===== config.mk =====
export PLATFORM = sky130hd
export DESIGN_NAME = iir_sample_in
export DESIGN_NICKNAME = d
export VERILOG_FILES = /design/src/rtl/iir_pkg.sv /design/src/rtl/iir_rate_gen.sv /design/src/rtl/iir_sample_in.sv
export SDC_FILE = /design/constraint.sdc
export NUM_CORES = 1
export LEC_CHECK = 0
export ABC_AREA = 1
export CAP_MARGIN = 20
export CORE_ASPECT_RATIO = 0.7
export CORE_MARGIN = 8
export CORE_UTILIZATION = 54
export CTS_BUF_LIST = sky130_fd_sc_hd__clkbuf_4 sky130_fd_sc_hd__clkbuf_8
export DETAILED_ROUTE_END_ITERATION = 10
export PLACE_DENSITY = 0.86
export SYNTH_ARGS = -nofsm -noshare
export SYNTH_HDL_FRONTEND = slang
export SYNTH_SLANG_ARGS = --single-unit

===== constraint.sdc =====
create_clock -name sys_clk -period 3.33 [get_ports sys_clk]
set_input_delay 0.4995 -clock sys_clk [delete_from_list [all_inputs] [get_ports sys_clk]]
set_output_delay 0.4995 -clock sys_clk [all_outputs]
set_load 0.01 [all_outputs]

===== src/rtl/iir_pkg.sv =====
// Shared constants and helpers for the IIR filter chain (input, zero and pole sections).
package iir_pkg;

  localparam int IIR_DW = 10;
  localparam int IIR_OW = 12;

  // Offset-binary to two's complement: flipping the MSB recentres the code on zero.
  function automatic logic signed [IIR_DW-1:0] ob2tc(input logic [IIR_DW-1:0] ob);
    return {~ob[IIR_DW-1], ob[IIR_DW-2:0]};
  endfunction

endpackage


===== src/rtl/iir_rate_gen.sv =====
// Decimation rate counter: counts 0..DIV-1 while enabled, clears when en drops,
// and decodes the last cycle of a period and the accumulate window.
module iir_rate_gen #(
  parameter int DIV = 50,
  parameter int CW  = $clog2(DIV)
) (
  input  logic          sys_clk,
  input  logic          sys_rst,
  input  logic          en,
  output logic [CW-1:0] cnt,
  output logic          last,
  output logic          win
);

  logic [CW-1:0] cnt_q, cnt_d;

  always_comb begin
    last = (cnt_q == CW'(DIV - 1));
    // Registered samples of the four window inputs sit here in cnt=DIV-4..DIV-2;
    // the fourth is folded in directly on the last cycle.
    win  = (cnt_q >= CW'(DIV - 4)) && (cnt_q <= CW'(DIV - 2));
    cnt_d = cnt_q + CW'(1);
    if (!en || last) begin
      cnt_d = '0;
    end
  end

  always_ff @(posedge sys_clk) begin
    if (sys_rst) begin
      cnt_q <= '0;
    end else begin
      cnt_q <= cnt_d;
    end
  end

  assign cnt = cnt_q;

endmodule


===== src/rtl/iir_sample_in.sv =====
// IIR front end: registers the offset-binary ADC word, converts to two's complement
// and decimates by DIV. Define IIR_IN_AVG_EN for 4-sample boxcar decimation.
module iir_sample_in
  import iir_pkg::*;
#(
  parameter int DW  = IIR_DW,
  parameter int OW  = IIR_OW,
  parameter int DIV = 50
) (
  input  logic                 sys_clk,
  input  logic                 sys_rst,
  input  logic                 en,
  input  logic [DW-1:0]        data_in,
  output logic signed [OW-1:0] dout,
  output logic                 out_valid
);

  localparam int CW = $clog2(DIV);

  if (DIV < 5 || DIV > 65535 || OW != DW + 2 || DW != IIR_DW) begin : g_bad_cfg
    $error("iir_sample_in: DIV must be 5..65535, DW must be IIR_DW and OW must be DW+2");
  end

  logic [DW-1:0]        d1_q, d1_d;
  logic signed [OW-1:0] dout_q, dout_d;
  logic                 out_valid_q, out_valid_d;
  logic signed [DW-1:0] smp;
  logic signed [OW-1:0] smp_ext;
  logic signed [OW-1:0] result;
  logic [CW-1:0]        cnt;
  logic                 last;
  logic                 win;

  iir_rate_gen #(
    .DIV (DIV),
    .CW  (CW)
  ) u_rate (
    .sys_clk (sys_clk),
    .sys_rst (sys_rst),
    .en      (en),
    .cnt     (cnt),
    .last    (last),
    .win     (win)
  );

  always_comb begin
    d1_d    = data_in;
    smp     = ob2tc(d1_q);
    smp_ext = {{(OW-DW){smp[DW-1]}}, smp};
  end

`ifdef IIR_IN_AVG_EN
  logic signed [OW-1:0] acc_q, acc_d;
  logic [CW-1:0]        unused_cnt;

  assign unused_cnt = cnt;

  // Four DW-bit samples sum to at most 4x full scale, which OW=DW+2 holds exactly.
  always_comb begin
    result = acc_q + smp_ext;
    acc_d  = acc_q;
    if (!en || last) begin
      acc_d = '0;
    end else if (win) begin
      acc_d = acc_q + smp_ext;
    end
  end

  always_ff @(posedge sys_clk) begin
    if (sys_rst) begin
      acc_q <= '0;
    end else begin
      acc_q <= acc_d;
    end
  end
`else
  logic unused_rate;

  assign unused_rate = ^{cnt, win};

  always_comb begin
    result = {smp, 2'b00};
  end
`endif

  // Output stage: load on the final enabled cycle of a period, strobe for one cycle.
  always_comb begin
    dout_d      = dout_q;
    out_valid_d = 1'b0;
    if (en && last) begin
      dout_d      = result;
      out_valid_d = 1'b1;
    end
  end

  always_ff @(posedge sys_clk) begin
    if (sys_rst) begin
      d1_q        <= '0;
      dout_q      <= '0;
      out_valid_q <= 1'b0;
    end else begin
      d1_q        <= d1_d;
      dout_q      <= dout_d;
      out_valid_q <= out_valid_d;
    end
  end

  assign dout      = dout_q;
  assign out_valid = out_valid_q;

endmodule


# After elaboration in Yosys (flattened, before gate mapping)
# Cells that the tools add are included.
# W data, S select, Z words.
classes:
  add_sub_neg: 1
  eq_ne: 1
  bitwise_logic: 1
  n_reduce_logical: 4
  n_mux: 1
op_table:
  columns: ["cell", "count"]
  rows:
  - ["$add A6 B1 Y6 const B", 1]
  - ["$eq A6 B6 Y1 const B", 1]
  - ["$reduce_or A2 Y1", 1]
  - ["$logic_and A1 B1 Y1", 1]
  - ["$logic_not A1 Y1", 1]
  - ["$logic_or A1 B1 Y1", 1]
  - ["$mux W1", 1]
  - ["$not A1 Y1", 1]
word_totals:
  register_bits: 27
  wordCells: 12
  input_bits: 13
  out_inout_bits: 13

# Depth between registers and ports, before layout
logic_depth:
  ltp_word: 3
  depth_mapped: 7
  depth_no_buf: 7

# By module
# A second synthesis with hierarchy kept.
unflattened:
  hier_cells: 143
  area_unflattened_um2: 1066.0
modules_own_cells:
  columns: ["module", "instances", "seq_area_each_um2", "cells_each", "area_each_um2"]
  rows:
  - ["iir_sample_in", 1, 420.4, 98, 738.2]
  - ["iir_rate_gen", 1, 120.1, 45, 327.8]

# Worst setup path after synthesis
# OpenSTA, ideal clock, no wires.
synth_timing:
  path_type: "register -> register"
  start: "register u_rate.cnt_q[0], in the netlist u_rate.cnt[0]"
  end: "register dout_q[11], in the netlist dout[11]"
  required_ns: 3.217
  synth_period_minus_slack_ns: 1.156
  stages_incl_launch_ff: 7
  n_path_buf: 0
  slack_ns: 2.174
  t_arrival_ns: 1.043
  setup_ns: 0.113
  cell_sequence: "dfxtp_1 > ha_1 > nand3_1 > nor2_4 > nand3_1 > nand2_1 > nor2_1"
synth_between:
  elab_chain_len: 2
synth_lines:
  columns: ["element", "line", "source"]
  rows:
  - ["from (decl)", "iir_rate_gen.sv:15", "logic [CW-1:0] cnt_q, cnt_d;"]
  - ["from (signal assigned)", "iir_rate_gen.sv:32", "cnt_q <= cnt_d;"]
  - ["$eq A6 B6 Y1", "iir_rate_gen.sv:18", "last = (cnt_q == CW'(DIV - 1));"]
  - ["$logic_and A1 B1 Y1", "iir_sample_in.sv:90", "if (en && last) begin"]
  - ["to (signal assigned)", "iir_sample_in.sv:103", "dout_q <= dout_d;"]
  - ["to (decl)", "iir_sample_in.sv:25", "logic signed [OW-1:0] dout_q, dout_d;"]
# No other way between the ends.
# A chain may end at the register's enable or synchronous reset.

# Worst setup path in the final report
layout_timing:
  start: "register dout_q[11], in the netlist dout[11]"
  end: "output dout[11]"
layout_rtl:
  columns: ["element", "line", "source"]
  rows:
  - ["to (decl)", "iir_sample_in.sv:14", "output logic signed [OW-1:0] dout,"]
# No word-level cell between the ends.

==> metrics.md <==
| Metric | Value |
|---|---|
| Delay-heaviest family, CP | `buffers and inverters` |
| PostCTS Resize Cnt | `0` |
| #FFs+latches synth | `27` |
| RSZ-0062 raised after global routing | `false` |
| CTS Hold Bufs | `0` |
| Status | `finished, final reports clean` |
| Asr flop ratio synth | `0%` |
| Die area | `3655 um^2` |
| Non-filler cells, final | `181` |
| Slew Viols, Final | `0` |
| Min-delay src | `u_rate.cnt[0]` |
| Rows | `13` |
| Die height | `53.04 um` |
| CP startpoint kind | `flop` |
| RePlAce Congestion | `0.7669` |
| Post-synth top area share | `51.06%` |
| Initial Util | `57.09%` |
| Placed instance count | `177` |
| Final min period | `1.713 ns` |
| Worst-path cell with the longest stage delay | `clkdlybuf4s50_1` |
| Finished Cell Area | `1324 um^2` |
| DRT iter0 DRCs | `46` |
| Detailed Place HPWL | `1.650 mm` |
| CTS root buf | `clkbuf_4` |
| Place WS | `1.477 ns` |
| DRC | `0` |
| Pin count of the biggest net entering global routing | `15` |
| Fmax | `0.5838 GHz` |
| Worst r2r src | `u_rate.cnt[0]` |
| Global route overflow | `0` |
| EDFF count, synth | `0` |
| Cell Chain, Critical Path | `clkdlybuf4s50_1` |
| Die Wd | `68.92 um` |
| Clock Path Buffers | `2` |
| Layout cells sized above 1 | `6.918%` |
| Max IR drop VDD | `354.9 uV` |
| Area grow syn2layout | `25.06%` |
| Post-DP Area | `1294 um^2` |
| P per Cell Area | `386.4 nW/um^2` |
| IO Count | `26` |
| Via count | `846` |
| Core area | `1854 um^2` |
| Fin. Hold Viols | `0` |
| Critical Path RT | `2.83 ns` |
| Worst Hold Path EP | `u_rate.cnt[0]` |
| TritonCTS Buffers | `3` |
| Final TNS setup | `0 ns` |
| Register area share after synthesis | `51.06%` |
| Total GRT Usage | `11.53%` |
| Final hold slack | `0.4929 ns` |
| Buf/Inv on CP | `1` |
| Port buffer count | `23` |
| CTS tree | `yes` |
| Layout Skew | `0.004398 ns` |
| DRT Wirelength | `1.978 mm` |
| Worst-case reg-to-reg path depth | `6` |
| Post-CTS setup buffer count | `0` |
| Setup-failing EPs final | `0` |
| CP peak stage delay | `0.54 ns` |
| Area leader, netlist | `dfxtp_1` |
| Post-route ant nets | `0` |
| Reg-to-Reg End | `dout[5]` |
| CP Data Arrival Time | `1.21 ns` |
| Worst-path clk slew | `0.13 ns` |
| Synth top cells by count | `34 x nor2_1, 27 x dfxtp_1, 26 x inv_1` |
| DR vias/cell | `4.674` |
| Crit end category | `output pin` |
| Syn. warnings | `0` |
| Area contributors post-synth | `dfxtp_1 51%, nor2_1 12%, inv_1 9.2%` |
| Most used DFF post-synth | `dfxtp_1` |
| Vias in the first global route | `737` |
| Routed len/inst | `10.93 um` |
| CTS sink cnt | `27` |
| Syn Area/Cell | `7.783 um^2` |
| Ant diodes | `0` |
| Final WS setup | `1.617 ns` |
| Nets@finish | `175` |
| Final worst-path cycle share | `51.44%` |
| Number of max-cap violations | `0` |
| DR pass1 iterations | `4` |
| Filler Cell Count | `157` |
| Mapped Area | `1059 um^2` |
| First-pass GRT wire length | `3.208 mm` |
| Pleak | `0.5765 nW` |
| HP Class | `flop to flop` |
| Type of the worst setup path | `flop to output pin` |
| Clk_lat worst skew | `0.31 ns` |
| Slack of the worst reg-to-reg path | `1.96 ns` |
| Cell variety after synth | `23` |
| Cells after Synth | `136` |
| Initial antenna violation count | `0` |
| Worst hold path depth | `1` |
| H-tree depth | `1` |
| Top-count cell post-synth | `nor2_1` |
| Critical Path Fanout Max | `2` |
-- placed cells by master (no fill, tap or decap) --
cell and count:
nor2_2 1, nand3_1 13, nand3_4 1, nand4_1 1
xor2_1 1, conb_1 2, nor2_4 1, clkdlybuf4s50_1 23
a21oi_1 2, nand2_1 14, clkinv_2 1, o21ai_0 1
xnor2_1 1, clkbuf_4 4, nand3_2 1, nor2_8 1
nor3_1 1, inv_1 26, dfxtp_1 27, ha_1 2
nor2_1 34, nand2_2 1
-- per-layer routing --
metal | part of all wire [%] | global-route usage [%] | up-vias
li1 | - | - | 441
met1 | 47 | 14.27 | 379
met2 | 46 | 18.63 | 24
met3 | 6.7 | 4.000 | 2
met4 | 0.81 | 2.990 | 0
met5 | 0 | 0 | -
-- state kept, by name, summed over array words and instances (netlist names) --
register	count
d1_q	10
u_rate.cnt	6
out_valid	1
dout	10
-- how the worst max path moves through the flow --
stage             startpoint       endpoint  slack, ns  cells after the start
3_5_place_dp         sys_rst  u_rate.cnt[5]       1.48                      4
4_1_cts              dout[2]        dout[2]       1.60                      1
5_1_grt              dout[2]        dout[2]       1.55                      1
2_1_floorplan  u_rate.cnt[0]       dout[11]       2.17                      6
6_report            dout[11]       dout[11]       1.62                      1
3_3_place_gp         sys_rst  u_rate.cnt[3]       1.52                      4
-- power by group --
group / total, mW / leakage (nW) / switching (mW) / internal, mW
clock: 0.141 / 0.0184 / 0.0863 / 0.0550
sequential: 0.333 / 0.221 / 0.00275 / 0.331
combinational: 0.0368 / 0.338 / 0.0184 / 0.0184
total: 0.511 / 0.577 / 0.107 / 0.404
-- cell families after synthesis --
logic type / synth area share [%]
AOI/OAI and AO/OA: 1.418
adders and majority gates: 2.364
buffers and inverters: 12.17
and+or+nand+nor: 30.97
xor gates and xnor gates: 1.655
DFF: 51.06
other: 0.3543
-- through the flow --
| stage | total power [mW] | utilization, % |
|---|---|---|
| 6_report | 0.5114 | 71.39 |
| 3_5_place_dp | 0.3775 | 69.77 |
| 5_1_grt | 0.5333 | 71.39 |
| 2_1_floorplan | 0.3609 | - |
| 3_3_place_gp | 0.3760 | 69.77 |
| 4_1_cts | 0.5152 | 71.39 |
-- cell type report --
type	count	area [um^2]	share of cell area [%]
multi-input cells	78	392.9	29.68
clock buffers	4	30.03	2.268
flip-flops and latches	27	540.5	40.83
inverters	27	102.6	7.750
well taps	22	27.53	2.079
repair buffers	23	230.2	17.39
No activity file was read; power rests on OpenSTA's default activity.
